==> src/rtl/chan_scan_if.sv <==
// Control/status bundle between a scan controller and chan_scan_sequencer.
// The controller (master) drives start/stop and the scan configuration;
// the sequencer (slave) returns the channel index and status pulses.
interface chan_scan_if #(
  parameter int DWELL_W = 8
);
  logic               start;
  logic               stop;
  logic               mode;
  logic [7:0]         chan_mask;
  logic [DWELL_W-1:0] dwell;
  logic [2:0]         sel;
  logic               sel_valid;
  logic               busy;
  logic               done;
  logic               wrap;

  modport master (
    output start, stop, mode, chan_mask, dwell,
    input  sel, sel_valid, busy, done, wrap
  );

  modport slave (
    input  start, stop, mode, chan_mask, dwell,
    output sel, sel_valid, busy, done, wrap
  );
endinterface

==> src/rtl/chan_scan_sequencer.sv <==
// Channel scan sequencer: walks the enabled bits of an 8-bit mask in
// ascending order, holding each channel index for dwell+1 cycles, either
// once (done pulse at the end) or continuously (wrap pulse on each return
// to the lowest enabled channel). All outputs are registered.
module chan_scan_sequencer #(
  parameter int DWELL_W = 8
) (
  input  logic        clk,
  input  logic        rst_n,
  chan_scan_if.slave  bus
);

  typedef enum logic {
    S_IDLE  = 1'b0,
    S_DWELL = 1'b1
  } state_t;

  state_t             r_state;
  state_t             w_state_next;

  // Configuration captured at start; inputs are ignored while busy.
  logic [7:0]         r_mask;
  logic [7:0]         w_mask_next;
  logic [DWELL_W-1:0] r_dwell;
  logic [DWELL_W-1:0] w_dwell_next;
  logic               r_mode;
  logic               w_mode_next;

  // Dwell counter compares before incrementing, so it never exceeds r_dwell.
  logic [DWELL_W-1:0] r_count;
  logic [DWELL_W-1:0] w_count_next;

  logic [2:0]         r_sel;
  logic [2:0]         w_sel_next;
  logic               r_sel_valid;
  logic               w_sel_valid_next;
  logic               r_busy;
  logic               w_busy_next;
  logic               r_done;
  logic               w_done_next;
  logic               r_wrap;
  logic               w_wrap_next;

  logic [7:0]         w_above;
  logic               w_has_higher;
  logic [2:0]         w_higher_idx;
  logic [2:0]         w_start_low;
  logic [2:0]         w_wrap_low;
  logic               w_count_hit;
  logic               w_start_ok;
  logic               w_start_empty;

  // Index of the lowest set bit; returns 0 for an empty mask.
  function automatic logic [2:0] f_lowest(input logic [7:0] m);
    logic [2:0] idx;
    idx = '0;
    for (int i = 7; i >= 0; i--) begin
      if (m[i]) idx = 3'(i);
    end
    return idx;
  endfunction

  // Latched mask bits strictly above the current channel.
  generate
    for (genvar gi = 0; gi < 8; gi++) begin : g_above
      assign w_above[gi] = r_mask[gi] & (3'(gi) > r_sel);
    end
  endgenerate

  assign w_has_higher  = |w_above;
  assign w_higher_idx  = f_lowest(w_above);
  assign w_start_low   = f_lowest(bus.chan_mask);
  assign w_wrap_low    = f_lowest(r_mask);
  assign w_count_hit   = (r_count == r_dwell);
  assign w_start_ok    = bus.start && !bus.stop && (bus.chan_mask != 8'h00);
  assign w_start_empty = bus.start && !bus.stop && (bus.chan_mask == 8'h00);

  // State register.
  always_ff @(posedge clk or negedge rst_n) begin
    if (!rst_n) r_state <= S_IDLE;
    else        r_state <= w_state_next;
  end

  // Next-state decision: stop always returns to IDLE; a single sweep
  // ends when the last enabled channel finishes its dwell.
  always_comb begin
    w_state_next = r_state;
    case (r_state)
      S_IDLE: begin
        if (w_start_ok) w_state_next = S_DWELL;
      end
      S_DWELL: begin
        if (bus.stop)
          w_state_next = S_IDLE;
        else if (w_count_hit && !w_has_higher && !r_mode)
          w_state_next = S_IDLE;
      end
      default: w_state_next = S_IDLE;
    endcase
  end

  // Next values of the registered outputs, counter and latched configuration.
  always_comb begin
    w_mask_next      = r_mask;
    w_dwell_next     = r_dwell;
    w_mode_next      = r_mode;
    w_count_next     = r_count;
    w_sel_next       = r_sel;
    w_sel_valid_next = r_sel_valid;
    w_busy_next      = r_busy;
    w_done_next      = 1'b0;
    w_wrap_next      = 1'b0;
    case (r_state)
      S_IDLE: begin
        w_sel_valid_next = 1'b0;
        w_busy_next      = 1'b0;
        if (w_start_ok) begin
          w_mask_next      = bus.chan_mask;
          w_dwell_next     = bus.dwell;
          w_mode_next      = bus.mode;
          w_count_next     = '0;
          w_sel_next       = w_start_low;
          w_sel_valid_next = 1'b1;
          w_busy_next      = 1'b1;
        end else if (w_start_empty) begin
          // Nothing to scan: report completion without ever going valid.
          w_done_next = 1'b1;
        end
      end
      S_DWELL: begin
        if (bus.stop) begin
          w_sel_valid_next = 1'b0;
          w_busy_next      = 1'b0;
        end else if (w_count_hit) begin
          w_count_next = '0;
          if (w_has_higher) begin
            w_sel_next = w_higher_idx;
          end else if (r_mode) begin
            w_sel_next  = w_wrap_low;
            w_wrap_next = 1'b1;
          end else begin
            w_sel_valid_next = 1'b0;
            w_busy_next      = 1'b0;
            w_done_next      = 1'b1;
          end
        end else begin
          w_count_next = r_count + 1'b1;
        end
      end
      default: begin
        w_sel_valid_next = 1'b0;
        w_busy_next      = 1'b0;
      end
    endcase
  end

  // Datapath and output registers.
  always_ff @(posedge clk or negedge rst_n) begin
    if (!rst_n) begin
      r_mask      <= '0;
      r_dwell     <= '0;
      r_mode      <= 1'b0;
      r_count     <= '0;
      r_sel       <= '0;
      r_sel_valid <= 1'b0;
      r_busy      <= 1'b0;
      r_done      <= 1'b0;
      r_wrap      <= 1'b0;
    end else begin
      r_mask      <= w_mask_next;
      r_dwell     <= w_dwell_next;
      r_mode      <= w_mode_next;
      r_count     <= w_count_next;
      r_sel       <= w_sel_next;
      r_sel_valid <= w_sel_valid_next;
      r_busy      <= w_busy_next;
      r_done      <= w_done_next;
      r_wrap      <= w_wrap_next;
    end
  end

  assign bus.sel       = r_sel;
  assign bus.sel_valid = r_sel_valid;
  assign bus.busy      = r_busy;
  assign bus.done      = r_done;
  assign bus.wrap      = r_wrap;

endmodule

==> src/flat_wrapper.sv <==
// flat-port wrapper written by rule: the top's interface ports become plain ports
module chan_scan_sequencer_flat 
#(
  parameter int DWELL_W = 8
)
  (clk, rst_n, bus_start, bus_stop, bus_mode, bus_chan_mask, bus_dwell, bus_sel, bus_sel_valid, bus_busy, bus_done, bus_wrap);
  chan_scan_if #(.DWELL_W(DWELL_W)) bus_i ();
  input  logic clk;
  input  logic rst_n;
  input wire logic [$bits(bus_i.start)-1:0] bus_start;
  input wire logic [$bits(bus_i.stop)-1:0] bus_stop;
  input wire logic [$bits(bus_i.mode)-1:0] bus_mode;
  input wire logic [$bits(bus_i.chan_mask)-1:0] bus_chan_mask;
  input wire logic [$bits(bus_i.dwell)-1:0] bus_dwell;
  output wire logic [$bits(bus_i.sel)-1:0] bus_sel;
  output wire logic [$bits(bus_i.sel_valid)-1:0] bus_sel_valid;
  output wire logic [$bits(bus_i.busy)-1:0] bus_busy;
  output wire logic [$bits(bus_i.done)-1:0] bus_done;
  output wire logic [$bits(bus_i.wrap)-1:0] bus_wrap;
  assign bus_i.start = bus_start;
  assign bus_i.stop = bus_stop;
  assign bus_i.mode = bus_mode;
  assign bus_i.chan_mask = bus_chan_mask;
  assign bus_i.dwell = bus_dwell;
  assign bus_sel = bus_i.sel;
  assign bus_sel_valid = bus_i.sel_valid;
  assign bus_busy = bus_i.busy;
  assign bus_done = bus_i.done;
  assign bus_wrap = bus_i.wrap;
  chan_scan_sequencer #(.DWELL_W(DWELL_W)) u_core (.clk(clk), .rst_n(rst_n), .bus(bus_i));
endmodule
==> config.mk <==
export PLATFORM = sky130hd
export DESIGN_NAME = chan_scan_sequencer_flat
export DESIGN_NICKNAME = d
export VERILOG_FILES = /design/src/rtl/chan_scan_if.sv /design/src/rtl/chan_scan_sequencer.sv /design/src/flat_wrapper.sv
export SDC_FILE = /design/constraint.sdc
export NUM_CORES = 1
export LEC_CHECK = 0
export CAP_MARGIN = 10
export CORE_MARGIN = 2
export CORE_UTILIZATION = 35
export CTS_CLUSTER_SIZE = 16
export DETAILED_ROUTE_END_ITERATION = 10
export DONT_BUFFER_PORTS = 1
export GPL_ROUTABILITY_DRIVEN = 1
export HOLD_SLACK_MARGIN = 0.02
export SLEW_MARGIN = 10
export SYNTH_ARGS = -nofsm -noshare
export SYNTH_HDL_FRONTEND = slang
export SYNTH_SLANG_ARGS = --single-unit
==> constraint.sdc <==
create_clock -name clk -period 4.3 [get_ports clk]
set_clock_uncertainty 0.05 [all_clocks]
set_input_delay 0.43 -clock clk [delete_from_list [all_inputs] [get_ports clk]]
set_output_delay 0.43 -clock clk [all_outputs]
set_load 0.005 [all_outputs]
==> results of run 1 <==
per-layer routing:
| layer | GRT usage, % | vias up | share of wire [%] |
|---|---|---|---|
| li1 | - | 674 | - |
| met1 | 20.0 | 659 | 53 |
| met2 | 19.4 | 21 | 43 |
| met3 | 2.44 | 2 | 3.7 |
| met4 | 6.07 | 0 | 1.0 |
| met5 | 0 | - | 0 |
kinds of logic (layout without fill, tap and decap cells):
logic type,Yosys count,count (layout),synth area share [%]
compound gates,55,55,22.7
simple gates,55,55,17.1
flops,32,32,42.3
mux,16,16,9.72
buf+inv,12,17,3.77
xor+xnor,8,8,3.70
fa+ha+maj,1,1,0.661
final cells by class:
cell class / instances / area [µm²] / area share (%)
clock buffer: 6 / 82.6 / 4.01
clock inverter: 2 / 10.0 / 0.486
inverter: 7 / 26.3 / 1.28
multi-input combinational: 135 / 1020 / 49.6
sequential: 32 / 801 / 38.9
tap: 70 / 87.6 / 4.26
timing repair buffer: 2 / 30.0 / 1.46
worst max path at each step:
stage,cells after the start,startpoint,end
after floorplan,5,bus_chan_mask[1],u_core.r_mask[7]$_DFFE_PN0P_
after global placement,4,bus_chan_mask[1],u_core.r_mask[2]$_DFFE_PN0P_
after detailed placement,4,bus_chan_mask[1],u_core.r_dwell[1]$_DFFE_PN0P_
after CTS,5,u_core.bus.sel[2]$_DFFE_PN0P_,u_core.bus.sel[0]$_DFFE_PN0P_
after global routing,5,u_core.bus.sel[2]$_DFFE_PN0P_,u_core.bus.sel[0]$_DFFE_PN0P_
final,5,u_core.bus.sel[2]$_DFFE_PN0P_,u_core.bus.sel[0]$_DFFE_PN0P_
stage by stage:
step	std cells	hold slack, ps	utilization, %	instance area (µm²)	total power [mW]
floorplan	179	84.4	-	1890	0.616
global placement	244	84.9	37.4	1940	0.660
detailed placement	244	85.0	37.4	1940	0.660
CTS	254	161	39.8	2060	0.906
global route	254	155	39.8	2060	0.964
finish	254	171	39.8	2060	0.895
layout by cell type, fill, tap and decap left out, drive strengths merged, types with 3 or more instances in the layout:
cell type	n
o31ai	3
a21o	5
a22o	6
nand2b	5
xor2	8
a211oi	3
mux2	16
dfrtp	32
nand3	5
nor3	5
nor2	15
or2	3
nor4	3
a21oi	6
nand2	9
clkbuf	6
nor2b	3
o21ai	14
inv	7
state kept, by name, summed over array words and instances (netlist names):
name and cells:
u_core.bus.sel 3, u_core.r_mode 1, u_core.r_count 8, u_core.r_mask 8, u_core.bus.done 1, u_core.r_dwell 8
u_core.bus.wrap 1, u_core.r_state 1, u_core.bus.sel_valid 1
power groups by stage:
stage / clock network (mW) / registers [mW] / logic (mW)
6_report: 0.232 / 0.429 / 0.234
5_1_grt: 0.258 / 0.442 / 0.264
4_1_cts: 0.241 / 0.429 / 0.236
3_5_place_dp: 0 / 0.435 / 0.225
3_3_place_gp: 0 / 0.435 / 0.225
2_1_floorplan: 0 / 0.406 / 0.211
==> flow_summary.toml, run 1 <==
[route]
vias_per_cell = 5.34
routed-via-count = 1356
post_drt_wl_per_cell_um = 14.7
routed_wl_um = 3730
drt_iter0_drc = 60
firstDrtPassIters = 4
drc_errors = 0
ant_nets = 0

[run]
cap_viol_max_count = 0

[timing]
rsz0062_at_grt = "false"
min_period_over_period_pct = 46.9
timing.final.ws_setup_ps = 2280
final_max_slew_viol_count = 0
finalSetupTns_ps = 0
max_freq_mhz = 496
layout_min_cycle_time_ps = 2020
slew_headroom_pct = 69.2
hold_viol = 0
worst_slew_pin_slew_ps = 462
setup_viol = 0

[placement]
dpl.hpwl_um = 2820
io_buffers = 0
dp_slack_ps = 2260
place_congestion = 0.788

[setup_path]
worstSetupPathType = "register to register"
critical_path.slowest_cell = "dfrtp_1"
r2r-end = "u_core.bus.sel[0]$_DFFE_PN0P_"
critical_path.reg2reg.startpoint = "u_core.bus.sel[2]$_DFFE_PN0P_"
path_cells = "o21ai_0 > o21ai_2 > nand4_1 > o311a_1 > o32ai_1"
cp-start-kind = "register"
cp.required_ps = 4430
max_stage_delay_ps = 570
crit_fanout = 12
reg2reg_slack_ps = 2280
path_delay_family = "compound AO/OA/AOI/OAI gates"
worst_ep_arrival_time_ps = 2140
reg2reg_depth = 5
worstSetupEndpointType = "register"
path_buf_inv = 0

[clocking]
clock_latency_ps = 270
cts_buffers = 5
post_cts_buffers = 0
holdBufCountCts = 2
cts_max_level = 2
cts.sinks = 32
clk_path_buf_depth = 2
cts_resized = 0
path_clk_slew_ps = 70
root_buffer = "clkbuf_8"
cts_tree = "built"

[logic_synthesis]
yosysWarnings = 0
yosysSeqAreaShare_pct = 42.3
synthTopCellsByCount = "32 x dfrtp_1, 15 x mux2_1, 15 x nor2_1"
synthCells = 179
syn_area_per_cell_um2 = 10.6
synthesis.area_mm2 = 0.00189
yosysMostFrequentCell = "dfrtp_1"
ys_top_cells_by_area = "dfrtp_1 42%, mux2_1 8.9%, xor2_1 3.7%"
synthDominantCellAreaShare_pct = 42.3
synth_cell_types = 51
ys_seq_elements = 32
async_reset_ff_share_pct = 100
yosys.area.top_type = "dfrtp_1"
synthFlopType = "dfrtp_1"
synth_nets = 201
synth_edf_count = 0

[global_routing]
grt_use_total_pct = 13.6
grt_max_degree = 33
grt_pass1_vias = 1316
grt_pass1_wl_um = 6570
antenna_found_initial = 0
grt_overflow = 0

[pwr]
power_density_mw_per_mm2 = 435
power_frac_comb_pct = 26.1
p_clk_share_pct = 25.9
seqPwrFrac_pct = 47.9
switching_share_pct = 33.7
p_sw_mw = 0.301
ir_drop_mv = 0.204
p_int_mw = 0.594
p_leak_nw = 0.866

[final_layout]
drive_above_1_share_pct = 13.0
layout.nets = 205
diodes = 0
n_fill_cell = 520
areaGrowthSynthToFinish_pct = 8.72

[min_path]
hp-start = "bus_stop"
min_path_type = "input port to register"
min_to = "u_core.bus.done$_DFF_PN0_"
hold_path_depth = 1

[die]
coreArea_mm2 = 0.00517
initial_core_util_pct = 36.6
die_area_mm2 = 0.00601
dieHeight_um = 77.5
die_w_um = 77.5
row_count = 26
io_pins = 28

[outcome]
status = "finished, final reports clean"
Note: power is estimated with default switching activity, not from simulation.
==> inputs of run 2 (changes only) <==
Clock period 4.3 ns to 1.81 ns, I/O delays scaled along.
==> run 2 against run 1 <==
Net effect:
- the run now ends with negative setup slack left
- combinational power rose to 4.0 times the previous value
- power increased to 2.8 times the previous value
- final cell count up 21%
- die area did not move
- highest routed layer unchanged
==> flow_summary.toml, run 2 (same netlist as run 1, synthesis figures left out) <==
[final_layout]
stdcell_count = 308
multi_input_area_mm2 = 0.00105
drive_above_1_share_pct = 27.3
design_area_mm2 = 0.00256
top_regs = "u_core.r_count: 8 flops, u_core.r_dwell: 8 flops, u_core.r_mask: 8 flops"
final_cell_mix = "33 x buf_4, 30 x dfrtp_1, 19 x dlygate4sd3_1"
areaGrowthSynthToFinish_pct = 35.2
seq_area_um2 = 803
final_common_cell = "buf_4"
n_fill_cell = 481
diodes = 0
layout.nets = 259

[timing]
setup_viol = 1
max_freq_mhz = 550
layout_min_cycle_time_ps = 1820
min_period_over_period_pct = 100
slew_headroom_pct = 74.0
final_max_slew_viol_count = 0
rsz0062_at_grt = "true"
hold_viol = 0
worst_slew_pin_slew_ps = 388
timing.final.ws_setup_ps = -7.89

[clocking]
cts.sinks = 32
root_buffer = "clkbuf_8"
path_clk_slew_ps = 70
clock_latency_ps = 290
cts_tree = "built"
cts_max_level = 2
cts_buffers = 5
clk_path_buf_depth = 2

[die]
die_w_um = 77.5
row_count = 26
dieHeight_um = 77.5
io_pins = 28
die_area_mm2 = 0.00601
initial_core_util_pct = 36.6
coreArea_mm2 = 0.00517

[outcome]
status = "finished with violations"
violations = "negative setup slack"

[min_path]
min_path_type = "input port to register"

[global_routing]
grt_pass1_vias = 1579
grt_use_total_pct = 16.9
antenna_found_initial = 0
grt_pass1_wl_um = 7800
grt_max_degree = 33
grt_overflow = 0

[setup_path]
path_cells = "xor2_1 > nor4_4 > a21oi_4 > a211oi_4 > mux2_4"
worstSetupEndpointType = "register"
cp-start-kind = "register"
worstSetupPathType = "register to register"
critical_path.slowest_cell = "dfrtp_1"
max_stage_delay_ps = 400
cp.required_ps = 1930
crit_fanout = 8
worst_ep_arrival_time_ps = 1940

[route]
routed_wl_um = 4850
drt_iter0_drc = 107
routed-via-count = 1644
firstDrtPassIters = 4
vias_per_cell = 5.34
post_drt_wl_per_cell_um = 15.7
drc_errors = 0
ant_nets = 0

[placement]
placed_area_mm2 = 0.00217
io_buffers = 0
place_congestion = 0.876
dp_cells = 271
dpl.hpwl_um = 3200

[run]
cap_viol_max_count = 0

[pwr]
power_density_mw_per_mm2 = 970
ir_drop_mv = 0.505
p_leak_nw = 1.14
==> run 2: cell types whose count changed in the layout (fill, tap and decap cells not counted), moves of 2 or more <==
cell	delta
buf_12	+2
buf_4	+33
dfrtp_1	-2
dfrtp_2	+2
dlygate4sd3_1	+18
==> run 2: repair_timing <==
action	in CTS	in global routing
hold endpoints to repair	53	0
pin swaps	2	6
resized for setup	1	4
hold buffers	20	0
endpoints found under the setup margin	2	6
buffers inserted	1	8
==> run 2: stage by stage <==
step	setup TNS, ps	hold slack [ps]	power, mW	util (%)	setup WS, ps
after floorplan	0	-165	1.48	-	2.70
final	-7.89	100	2.48	49.5	-7.89
after CTS	-13.6	102	2.41	48.1	-13.6
after global routing	-263	133	2.64	49.5	-70.9
after detailed placement	-23.7	-164	1.76	42.0	-20.8
after global placement	-10.4	-164	1.75	42.0	-8.34
==> run 2: path summary, 6_finish.rpt <==
check / startpoint / endpoint / slack (ps) / cells after the start
worst max-delay path: u_core.r_count[6]$_DFFE_PN0P_ / u_core.bus.sel[2]$_DFFE_PN0P_ / -8 / 5
worst min-delay path: bus_start / u_core.bus.done$_DFF_PN0_ / 100 / 3
worst max register to register: u_core.r_count[6]$_DFFE_PN0P_ / u_core.bus.sel[2]$_DFFE_PN0P_ / -8 / 5
worst min register to register: u_core.r_dwell[7]$_DFFE_PN0P_ / u_core.r_dwell[7]$_DFFE_PN0P_ / 460 / 1
max in group asynchronous: rst_n / u_core.bus.sel[2]$_DFFE_PN0P_ / 1230 / 2
min in group asynchronous: rst_n / u_core.bus.sel[0]$_DFFE_PN0P_ / 300 / 2
==> run 2: area by class of cell <==
class | count | share of cell area [%]
Sequential cell | 32 | 31.4
Inverter | 7 | 1.03
Clock buffer | 6 | 3.23
Timing Repair Buffer | 56 | 19.7
Clock inverter | 2 | 0.391
Multi-Input combinational cell | 135 | 40.9
Tap cell | 70 | 3.42
==> run 2: worst max-delay path: cells and delay by family (launching register included) <==
| kind | cells | cell delay (ps) |
|---|---|---|
| AO/OA/AOI/OAI | 2 | 360 |
| XOR/XNOR | 1 | 190 |
| flip-flops | 1 | 400 |
| multiplexers | 1 | 320 |
| AND/OR/NAND/NOR | 1 | 370 |
==> run 2: where the power goes <==
group	total [mW]	switching [mW]	internal, mW
registers	0.976	0.135	0.841
clock network	0.575	0.272	0.303
logic	0.932	0.433	0.499
total	2.48	0.840	1.64
==> run 2: metal layers <==
layer / track usage, % / vias up / part of all wire (%)
li1: - / 780 / -
met1: 22.5 / 809 / 46
met2: 25.9 / 45 / 47
met3: 3.95 / 10 / 4.7
met4: 7.68 / 0 / 2.4
met5: 0 / - / 0
==> inputs of run 3 (changes only) <==
Settings changed: CORE_MARGIN 2 to 10.
Clock period 1.81 ns to 1.83 ns, I/O delays scaled along.
==> run 3 against run 2 <==
Net effect:
- the run now ends clean
- worst hold slack better by 30 ps
- clock power rose by 31%
- core utilization down 0.56 points
- sequential share of layout area grew 0.36 points
- routed wire length up 1.2%
- die area rose by 46%
- sequential cell count unchanged
- register-to-register slack gained 40 ps
- count of clock-buffer cells in the layout up 1
- setup slack better by 43 ps
- highest routed layer unchanged
==> flow_summary.toml, run 3 (same netlist as run 1, synthesis figures left out) <==
[outcome]
status = "finished, final reports clean"

[min_path]
hold_path_depth = 3
min_to = "u_core.bus.done$_DFF_PN0_"
min_path_type = "input port to register"
hp-start = "bus_start"

[clocking]
clk_path_buf_depth = 2
path_clk_slew_ps = 70
cts_buffers = 5
cts.sinks = 32
root_buffer = "clkbuf_8"
clock_latency_ps = 290
cts_max_level = 2
cts_tree = "built"

[setup_path]
worst_ep_arrival_time_ps = 1920
r2r-end = "u_core.bus.sel[2]$_DFFE_PN0P_"
path_cells = "xor2_1 > nor4_4 > a21oi_4 > a211oi_4 > mux2_4"
cp-start-kind = "register"
crit_fanout = 8
worstSetupPathType = "register to register"
max_stage_delay_ps = 400
cp.required_ps = 1960
critical_path.reg2reg.startpoint = "u_core.r_count[4]$_DFFE_PN0P_"
reg2reg_slack_ps = 40
reg2reg_depth = 5
worstSetupEndpointType = "register"
critical_path.slowest_cell = "dfrtp_1"

[final_layout]
top_regs = "u_core.r_count: 8 flops, u_core.r_dwell: 8 flops, u_core.r_mask: 8 flops"
final_common_cell = "dfrtp_1"
drive_above_1_share_pct = 25.5
stdcell_count = 301
final_cell_mix = "30 x dfrtp_1, 29 x buf_4, 19 x dlygate4sd3_1"
diodes = 0
layout.nets = 252
areaGrowthSynthToFinish_pct = 33.6
n_fill_cell = 469

[global_routing]
grt_overflow = 0
antenna_found_initial = 0
grt_pass1_vias = 1661
grt_pass1_wl_um = 8450
grt_max_degree = 33
grt_use_total_pct = 12.2

[route]
drt_iter0_drc = 111
ant_nets = 0
firstDrtPassIters = 4
vias_per_cell = 5.26
drc_errors = 0
routed-via-count = 1582
routed_wl_um = 4900
post_drt_wl_per_cell_um = 16.3

[timing]
rsz0062_at_grt = "true"
final_max_slew_viol_count = 0
hold_viol = 0
slew_headroom_pct = 73.7
min_period_over_period_pct = 98.1
layout_min_cycle_time_ps = 1790
finalSetupTns_ps = 0
worst_slew_pin_slew_ps = 393
hold_ws_ps = 130
max_freq_mhz = 557
setup_viol = 0

[die]
initial_core_util_pct = 36.6
coreArea_mm2 = 0.00517
die_area_mm2 = 0.00875
io_pins = 28
dieHeight_um = 93.5
die_w_um = 93.5
row_count = 26

[pwr]
power_density_mw_per_mm2 = 1030
ir_drop_mv = 0.507
p_leak_nw = 1.11

[run]
cap_viol_max_count = 0

[placement]
dpl.hpwl_um = 3370
place_congestion = 0.845
dp_cells = 268
io_buffers = 0
-- run 3: through the flow --
stage | total power [mW] | instance area (µm²) | setup WS [ps] | utilization (%)
3_3_place_gp | 1.72 | 2120 | 0.865 | 41.0
2_1_floorplan | 1.45 | 1900 | 3.19 | -
6_report | 2.60 | 2530 | 35.3 | 48.9
5_1_grt | 2.75 | 2530 | -42.9 | 48.9
4_1_cts | 2.58 | 2480 | 0.812 | 48.0
3_5_place_dp | 1.73 | 2120 | -35.9 | 41.0
-- run 3: what timing repair did --
item                                    in CTS  in global routing
hold buffers                                20                  0
hold endpoints to repair                    53                  0
setup buffers                                2                  3
endpoints found under the setup margin       2                  8
pin swaps                                    2                  4
gates resized for setup                      3                  6
-- run 3: worst max path at each step --
stage / startpoint / end / slack [ps] / cells after the start
floorplan: u_core.bus.sel[1]$_DFFE_PN0P_ / u_core.bus.sel[2]$_DFFE_PN0P_ / 3 / 5
global placement: u_core.bus.sel[0]$_DFFE_PN0P_ / u_core.bus.sel[2]$_DFFE_PN0P_ / 0.9 / 5
detailed placement: u_core.bus.sel[0]$_DFFE_PN0P_ / u_core.bus.sel[2]$_DFFE_PN0P_ / -40 / 5
CTS: u_core.bus.sel[1]$_DFFE_PN0P_ / u_core.bus.sel[2]$_DFFE_PN0P_ / 0.8 / 5
global route: u_core.r_mask[3]$_DFFE_PN0P_ / u_core.bus.sel[1]$_DFFE_PN0P_ / -40 / 5
finish: u_core.r_count[4]$_DFFE_PN0P_ / u_core.bus.sel[2]$_DFFE_PN0P_ / 40 / 5
-- run 3: cell type report --
type	count	area (µm²)	share of cell area, %
clock buffers	7	96.3	3.81
multi-input cells	135	1060	41.8
repair buffers	49	428	16.9
well taps	70	87.6	3.46
inverters	7	26.3	1.04
clock inverters	1	30.0	1.19
flip-flops and latches	32	803	31.8
-- run 3: metal layers --
metal  wire length, µm  global-route usage, %  up-vias
li1                  -                      -      767
met3               204                   2.64       14
met4               199                   7.72        0
met1              2310                   15.6      757
met2              2190                   18.0       44
met5                 0                      0        -
-- run 3: power breakdown --
part	internal [mW]	leakage, nW	total, mW	switching [mW]
Clock	0.480	0.0645	0.753	0.273
Sequential	0.832	0.402	0.987	0.155
Combinational	0.467	0.645	0.857	0.390
Total	1.78	1.11	2.60	0.818
-- run 3: worst max-delay path: cells and delay by family (launching register included) --
kind,cells,cell delay [ps]
xor gates and xnor gates,1,190
AOI/OAI and AO/OA,2,370
DFF,1,400
and+or+nand+nor,1,370
muxes,1,320
